--- src/rtl/anc_sequencer.sv ---
// Per-sample scheduler for the ANC datapath: lowpass -> sample write -> LMS -> FIR.
// Emits one-cycle start strobes, buffers one early sample and aborts stalled frames.
module anc_sequencer #(
  parameter int unsigned TIMEOUT_CYCLES = 1500,
  parameter int unsigned CNT_W          = 8
) (
  input  logic             clk_in,
  input  logic             rst_n_in,
  input  logic             sample_pulse_in,
  input  logic             adapt_en_in,
  input  logic             lp_done_in,
  input  logic             lms_done_in,
  input  logic             fir_done_in,
  input  logic             clear_in,
  output logic             lp_start_out,
  output logic             smp_wr_out,
  output logic             lms_start_out,
  output logic             fir_start_out,
  output logic             out_valid_out,
  output logic             busy_out,
  output logic             timeout_flag_out,
  output logic [CNT_W-1:0] overrun_cnt_out,
  output logic [CNT_W-1:0] timeout_cnt_out
);

  localparam int unsigned WD_W = $clog2(TIMEOUT_CYCLES + 1);

  typedef enum logic [2:0] {
    IDLE,
    LP_WAIT,
    SMP,
    LMS_WAIT,
    FIR_WAIT,
    DONE
  } state_t;

  state_t           r_state;
  logic             r_pending;
  logic             r_adapt_q;
  logic [WD_W-1:0]  r_wd;
  logic             r_lp_start;
  logic             r_smp_wr;
  logic             r_lms_start;
  logic             r_fir_start;
  logic             r_out_valid;
  logic             r_busy;
  logic             r_to_flag;
  logic [CNT_W-1:0] r_ovr_cnt;
  logic [CNT_W-1:0] r_to_cnt;

  logic w_done_cur;
  logic w_expire;
  logic w_abort;
  logic w_ovr_inc;

  always_comb begin
    w_done_cur = 1'b0;
    case (r_state)
      LP_WAIT:  w_done_cur = lp_done_in;
      LMS_WAIT: w_done_cur = lms_done_in;
      FIR_WAIT: w_done_cur = fir_done_in;
      default:  w_done_cur = 1'b0;
    endcase
    w_expire  = (r_wd == WD_W'(TIMEOUT_CYCLES - 1));
    // A done pulse on the expiry cycle rescues the frame; DONE is never aborted.
    w_abort   = w_expire && !w_done_cur &&
                (r_state inside {LP_WAIT, SMP, LMS_WAIT, FIR_WAIT});
    w_ovr_inc = sample_pulse_in && (r_state != IDLE) && r_pending;
  end

  always_ff @(posedge clk_in or negedge rst_n_in) begin
    if (!rst_n_in) begin
      r_state     <= IDLE;
      r_pending   <= 1'b0;
      r_adapt_q   <= 1'b0;
      r_wd        <= '0;
      r_lp_start  <= 1'b0;
      r_smp_wr    <= 1'b0;
      r_lms_start <= 1'b0;
      r_fir_start <= 1'b0;
      r_out_valid <= 1'b0;
      r_busy      <= 1'b0;
    end else begin
      r_lp_start  <= 1'b0;
      r_smp_wr    <= 1'b0;
      r_lms_start <= 1'b0;
      r_fir_start <= 1'b0;
      r_out_valid <= 1'b0;

      // Watchdog holds at all-ones so a rescued frame never re-expires by wrap.
      if (r_state != IDLE && r_wd != '1) begin
        r_wd <= r_wd + WD_W'(1);
      end
      if (r_state != IDLE && sample_pulse_in && !r_pending) begin
        r_pending <= 1'b1;
      end

      if (w_abort) begin
        r_state <= IDLE;
        r_busy  <= 1'b0;
      end else begin
        case (r_state)
          IDLE: begin
            if (sample_pulse_in || r_pending) begin
              r_state    <= LP_WAIT;
              r_lp_start <= 1'b1;
              r_busy     <= 1'b1;
              r_wd       <= '0;
              r_adapt_q  <= adapt_en_in;
              // A fresh pulse arriving while a pending sample launches becomes the new pending one.
              r_pending  <= r_pending && sample_pulse_in;
            end
          end
          LP_WAIT: begin
            if (lp_done_in) begin
              r_state  <= SMP;
              r_smp_wr <= 1'b1;
            end
          end
          SMP: begin
            if (r_adapt_q) begin
              r_state     <= LMS_WAIT;
              r_lms_start <= 1'b1;
            end else begin
              r_state     <= FIR_WAIT;
              r_fir_start <= 1'b1;
            end
          end
          LMS_WAIT: begin
            if (lms_done_in) begin
              r_state     <= FIR_WAIT;
              r_fir_start <= 1'b1;
            end
          end
          FIR_WAIT: begin
            if (fir_done_in) begin
              r_state     <= DONE;
              r_out_valid <= 1'b1;
            end
          end
          DONE: begin
            r_state <= IDLE;
            r_busy  <= 1'b0;
          end
          default: begin
            r_state <= IDLE;
            r_busy  <= 1'b0;
          end
        endcase
      end
    end
  end

  always_ff @(posedge clk_in or negedge rst_n_in) begin
    if (!rst_n_in) begin
      r_to_flag <= 1'b0;
      r_to_cnt  <= '0;
      r_ovr_cnt <= '0;
    end else if (clear_in) begin
      r_to_flag <= 1'b0;
      r_to_cnt  <= '0;
      r_ovr_cnt <= '0;
    end else begin
      if (w_abort) begin
        r_to_flag <= 1'b1;
        if (r_to_cnt != '1) begin
          r_to_cnt <= r_to_cnt + CNT_W'(1);
        end
      end
      if (w_ovr_inc && r_ovr_cnt != '1) begin
        r_ovr_cnt <= r_ovr_cnt + CNT_W'(1);
      end
    end
  end

  assign lp_start_out     = r_lp_start;
  assign smp_wr_out       = r_smp_wr;
  assign lms_start_out    = r_lms_start;
  assign fir_start_out    = r_fir_start;
  assign out_valid_out    = r_out_valid;
  assign busy_out         = r_busy;
  assign timeout_flag_out = r_to_flag;
  assign overrun_cnt_out  = r_ovr_cnt;
  assign timeout_cnt_out  = r_to_cnt;

endmodule
--- config.mk ---
export PLATFORM = sky130hd
export DESIGN_NAME = anc_sequencer
export DESIGN_NICKNAME = d
export VERILOG_FILES = /design/src/rtl/anc_sequencer.sv
export SDC_FILE = /design/constraint.sdc
export NUM_CORES = 1
export LEC_CHECK = 0
export BUFFER_PORTS_ARGS = -buffer_cell sky130_fd_sc_hd__buf_2
export CORE_AREA = 8 8 92 61
export DETAILED_ROUTE_END_ITERATION = 16
export DIE_AREA = 0 0 100 69
export GPL_ROUTABILITY_DRIVEN = 1
export PLACE_DENSITY = 0.78
export SYNTH_ARGS = -nofsm -noshare
export SYNTH_HDL_FRONTEND = slang
export SYNTH_SLANG_ARGS = --single-unit
--- constraint.sdc ---
create_clock -name clk_in -period 2.05 [get_ports clk_in]
set_input_delay 0.205 -clock clk_in [delete_from_list [all_inputs] [get_ports clk_in]]
set_output_delay 0.205 -clock clk_in [all_outputs]
set_load 0.1 [all_outputs]
# --- Word-level counts from Yosys, hierarchy flattened ---
# Cells that the tools add are included.
word_totals:
  regBits: 39
  inputBits: 8
  out_inout_bits: 23
  elab_cells: 94
op_classes:
  n_addsub: 3
  eq_ne: 13
  muxes: 42
  bitwise_logic: 1
  n_reduce_logical: 22
op_table:
  columns: ["operator", "n"]
  rows:
  - ["2-to-1 mux 11 bit", 4]
  - ["2-to-1 mux 8 bit", 5]
  - ["2-to-1 mux 1 bit", 23]
  - ["2-to-1 mux 3 bit", 6]
  - ["adder 8 x 1 -> 8 bit, second input constant", 2]
  - ["inequality test 8 bit, second input constant", 2]
  - ["case mux 3 bit (5 select lines)", 1]
  - ["inequality test 3 bit, second input constant", 4]
  - ["adder 11 x 1 -> 11 bit, second input constant", 1]
  - ["== test 11 bit, second input constant", 1]
  - ["inequality test 11 bit, second input constant", 1]
  - ["logical AND 1 bit", 8]
  - ["== test 3 x 2 -> 1 bit, second input constant", 2]
  - ["nonzero test 2 bit", 3]
  - ["case mux 1 bit (2 select lines)", 2]
  - ["AND reduction 2 bit", 2]
  - ["AND reduction 4 bit", 1]
  - ["nonzero test 4 bit", 1]
  - ["OR reduction 4 bit", 1]
  - ["== test 3 x 1 -> 1 bit, second input constant", 1]
  - ["== test 3 bit, second input constant", 1]
  - ["zero test 3 bit", 1]
  - ["case mux 1 bit (3 select lines)", 1]
  - ["AND reduction 3 bit", 1]
  - ["5 further kinds", 6]

# --- Logic depth before layout (Yosys ltp) ---
logic_depth:
  ltp_word: 7
  ltp_mapped: 6
  ltp_nobuf: 5

# --- Worst setup path before layout ---
# No wires, ideal clock.
synth_path:
  path_type: "flip-flop to flip-flop"
  from: "register r_ovr_cnt[2] (netlist: overrun_cnt_out[2])"
  to: "register r_ovr_cnt[7] (netlist: overrun_cnt_out[7])"
  setup_time_ns: 0.125
  arrival_ns: 2.272
  t_required_ns: 1.925
  slack_ns: -0.347
  path_stages_with_launch: 6
  n_path_buf: 1
  synth_period_minus_slack_ns: 2.397
  cell_sequence: "dfrtp_1 nand3_1 o31ai_1 clkbuf_1 nor4_1 mux2_2"
synth_between:
  elab_chain_cells: 3
  elab_cells_between_ends: 6
  cone_classes: "1 x add/sub; 1 x eq/ne; 2 x mux; 2 x reduce/logical"
synth_rtl:
  columns: ["item", "line", "text"]
  rows:
  - ["start: declaration", "48", "logic [CNT_W-1:0] r_ovr_cnt;"]
  - ["start signal: assignment", "171", "r_ovr_cnt <= r_ovr_cnt + CNT_W'(1);"]
  - ["adder 8 x 1 -> 8 bit / inequality test 8 bit (equally long branches)", "171, 170", null]
  - ["2-to-1 mux 8 bit / logical AND 1 bit (equally long branches)", "170", "if (w_ovr_inc && r_ovr_cnt != '1) begin"]
  - ["2-to-1 mux 8 bit / nonzero test 2 bit (equally long branches)", null, null]
# Parallel ways exist; a longest one is shown, timed or not. The select of a mux whose other input is x is not followed.
# A chain may end at the register's enable or synchronous reset.

# --- Final worst setup path ---
layout_path:
  from: "register r_wd[0]"
  to: "register r_to_cnt[2] (netlist: timeout_cnt_out[2])"
layout_between:
  elab_chain_cells: 5
layout_rtl:
  columns: ["item", "line", "text"]
  rows:
  - ["start: declaration", "40", "logic [WD_W-1:0] r_wd;"]
  - ["start signal: assignment", "92", "r_wd <= r_wd + WD_W'(1);"]
  - ["== test 11 bit", "64", "w_expire = (r_wd == WD_W'(TIMEOUT_CYCLES - 1));"]
  - ["logical AND 1 bit (2 in a row)", "66", "w_abort = w_expire && !w_done_cur &&"]
  - ["nonzero test 2 bit (no line)", null, null]
  - ["AND reduction 2 bit (no line)", null, null]
  - ["end signal: assignment", "167", "r_to_cnt <= r_to_cnt + CNT_W'(1);"]
  - ["end: declaration", "49", "logic [CNT_W-1:0] r_to_cnt;"]
# No other way between the ends.

==> results.toml <==
[run_status]
run_status = "complete, but fails checks"
violations = "negative setup slack"

[cts]
clk-insertion-delay-late_ps = 300
tritoncts = "built"
clock_tree.buffer_depth = 2
clk_transition_reported_paths_ps = 70
root_cell_of_the_clock_tree = "sky130_fd_sc_hd__clkbuf_8"
post-cts-setup-buffer-count = 0
cts_inserted_buffers = 5
cts.sink_count = 39
h_tree_lvl_count = 2

[global_routing]
global_route_usage_sum_pct = 15.64
grt_pass1_vias = 1869
pin_count_of_the_biggest_net_entering_global_routing = 26
grt_antenna_before_repair = 0
grt_remaining_overflow = 0
grt_pass1_wl_mm = 8.825

[power_and_ir_drop]
cellPowerDensity_nw_per_um2 = 1095
peakVddDrop_mv = 0.5567
p_leak_nw = 1.226
design_power_total_mw = 2.988

[critical_path]
critical_path.max_fanout = 5
worst_r2r_endpoint = "timeout_cnt_out[2]$_DFFE_PN0P_"
setup.worst_path.class = "register to register"
endpoint_kind = "register"
arrival_time_of_data_at_the_critical_path_endpoint_ps = 2270
critPathLaunchType = "register"
r2r_start = "r_wd[0]$_DFF_PN0_"
critPathRequiredTime_ps = 2230
timing.reg2reg.setup_slack_ps = -50
reg2reg_depth = 5

[place]
hpwlAfterDp_mm = 3.880
io_buffers = 30
gpl.final_weighted_congestion = 0.8968
placedInstanceArea_sq_um = 2585
pre_cts_slack_ps = -75.16

[synthesis]
yosys.cell_types.count = 52
post_synthesis_simple_gate_area_fraction_pct = 26.26
synth.top_cells.by_count = "sky130_fd_sc_hd__dfrtp_1 (39), sky130_fd_sc_hd__nand2_1 (24), sky130_fd_sc_hd__nor2_1 (17)"
synthesized_area_fraction_occupied_by_xor_and_xnor_cells_pct = 0.4159
postSynthCellCount = 218
synth_seq_cells = 39
number_of_flops_mapped_to_enable_cells_by_yosys = 0
synth_area_sq_um = 2106
multiplexer_area_fraction_after_synthesis_pct = 7.130
synth.top_cell.area_share_pct = 46.35
area_fraction_in_compound_gates_after_synthesis_pct = 14.32
synthAdderAreaFrac_pct = 2.258
synth.net_count = 229
yosys_warnings = 0
post_synthesis_mean_instance_area_sq_um = 9.659
synth_top_family_by_area = "simple AND/OR/NAND/NOR gates"
synth-seq-area-share_pct = 46.35
netlist.top_cell.by_area = "sky130_fd_sc_hd__dfrtp_1"
async_flop_share_pct = 100.0
synth_most_common_cell = "sky130_fd_sc_hd__dfrtp_1"
yosys-top-cells-area = "sky130_fd_sc_hd__dfrtp_1 (46%), sky130_fd_sc_hd__nand2_1 (4.3%), sky130_fd_sc_hd__o31ai_1 (3.2%)"
synth_top_flop_cell = "sky130_fd_sc_hd__dfrtp_1"

[drt]
drt-wirelength-per-cell_um = 15.45
drt_pre_antenna_iters = 4
num_vias = 1927
route.detailed.drc = 0
drtAntennaViolNets = 0
drtIter0Drc = 103
avgViaCountPerCell = 5.651
totalWireLength_mm = 5.267

[sta]
max-slew-margin-rel_pct = 55.98
worst-slew-pin-transition_ps = 656.4
fin_setup_tns_ps = -150.1
timing.final.hold_violations = 0
timing_max_transition_violations_final = 0
setup-violations-final = 6
f_max_ghz = 0.4771
grt_setup_unrepaired = "true"
layout_setup_ws_ps = -45.81
timing.clock.skew_ps = 8.818
final_min_period_over_clock_period_pct = 102.2
period_minus_ws_final_ps = 2096

[floorplanning]
initial_core_util_pct = 48.67
rows = 19
io_pins = 31
dieWidth_um = 100
dieArea_sq_um = 6900
die_h_um = 69
core-area_sq_um = 4327

[cells_and_area]
nNetsFinal = 288
postLayoutCellArea_sq_um = 2728
num_antenna_cells = 0
ratio_of_cells_with_drive_above_1_in_the_final_layout_pct = 39.57
syn2layout_area_growth_pct = 29.53

[min_path]
holdCritPathClass = "input port to register"
hold_depth = 3
worst_hold_path.endpoint = "r_adapt_q$_DFFE_PN0P_"
holdCritStartpoint = "adapt_en_in"

[run]
maxCapViolations = 0
## cells in the final DEF, fill, tap and decap left out, types with 6 or more instances in the layout
master,count
sky130_fd_sc_hd__buf_2,30
sky130_fd_sc_hd__nor2_1,17
sky130_fd_sc_hd__buf_4,29
sky130_fd_sc_hd__nand2_1,24
sky130_fd_sc_hd__a21oi_1,10
sky130_fd_sc_hd__or4_1,7
sky130_fd_sc_hd__nor2b_1,9
sky130_fd_sc_hd__nand3_1,9
sky130_fd_sc_hd__o31ai_1,8
sky130_fd_sc_hd__dfrtp_1,23
sky130_fd_sc_hd__and3_1,6
sky130_fd_sc_hd__clkbuf_8,6
sky130_fd_sc_hd__inv_1,6
sky130_fd_sc_hd__mux2i_1,6
sky130_fd_sc_hd__dfrtp_2,16
## area by class of cell
cell class,instances,area (sq um)
Fill cell,371,1599
Tap cell,63,78.83
Multi-Input combinational cell,164,1157
Sequential cell,39,996.0
Timing Repair Buffer,60,377.9
Clock buffer,7,86.33
Clock inverter,1,5.005
Inverter,7,26.28
## worst max path at each step
stage / from / end / slack, ps / cells after the start
detailed placement: r_wd[0]$_DFF_PN0_ / timeout_cnt_out[2]$_DFFE_PN0P_ / -80 / 5
global route: r_wd[1]$_DFF_PN0_ / timeout_cnt_out[2]$_DFFE_PN0P_ / -100 / 5
global placement: r_wd[1]$_DFF_PN0_ / timeout_cnt_out[2]$_DFFE_PN0P_ / -40 / 5
CTS: r_wd[0]$_DFF_PN0_ / timeout_cnt_out[2]$_DFFE_PN0P_ / -50 / 5
finish: r_wd[0]$_DFF_PN0_ / timeout_cnt_out[2]$_DFFE_PN0P_ / -50 / 5
floorplan: r_wd[0]$_DFF_PN0_ / timeout_cnt_out[5]$_DFFE_PN0P_ / -90 / 6
## flip-flops by register name, summed over array words and instances, names as in the netlist
register,count
busy_out,1
fir_start_out,1
lms_start_out,1
lp_start_out,1
out_valid_out,1
overrun_cnt_out,8
r_adapt_q,1
r_pending,1
r_state,3
r_wd,11
smp_wr_out,1
timeout_cnt_out,8
timeout_flag_out,1
## per-layer routing
layer / vias to the layer above / share of wire (%) / global-route usage (%) / routed length [um]
met4: 0 / 1.5 / 5.667 / 78
met5: - / 0 / 0 / 0
met3: 9 / 6.4 / 4.208 / 338
met2: 56 / 43 / 23.14 / 2241
li1: 934 / - / - / -
met1: 928 / 50 / 21.20 / 2608
## through the flow
| step | hold slack (ps) | std cells | utilization [%] |
|---|---|---|---|
| 2_1_floorplan | -90.59 | 218 | - |
| 3_5_place_dp | 117.2 | 331 | 59.75 |
| 6_report | 120.3 | 341 | 63.04 |
| 4_1_cts | 120.0 | 340 | 62.70 |
| 5_1_grt | 127.3 | 341 | 63.04 |
| 3_3_place_gp | 111.7 | 331 | 59.75 |
## worst max-delay path, stage by stage (launching register included)
cell and delay (ps):
sky130_fd_sc_hd__dfrtp_1 360, sky130_fd_sc_hd__ha_2 180, sky130_fd_sc_hd__or4b_4 460, sky130_fd_sc_hd__or3_4 390, sky130_fd_sc_hd__nor4b_2 230, sky130_fd_sc_hd__mux2_2 360
## power breakdown
part	switching, mW	total, mW	leakage, nW	internal, mW
clock network	0.272	0.543	0.0482	0.272
logic	0.942	1.45	0.680	0.508
registers	0.0923	0.994	0.497	0.902
total	1.31	2.99	1.23	1.68
## kinds of logic after synthesis
logic type	Yosys count
buffers and inverters	16
adder cells (fa/ha/maj)	4
multiplexers	14
flip-flops	39
XOR/XNOR	1
AND/OR/NAND/NOR	102
AO/OA/AOI/OAI	42
## what timing repair did
action | in CTS | in global routing
resized for setup | 4 | 2
setup endpoints to repair | 11 | 9
gates cloned | 0 | 1
hold buffers | 1 | 0
hold endpoints to repair | 12 | 0
pin swaps | 1 | 0
Note: power is estimated with default switching activity, not from simulation.
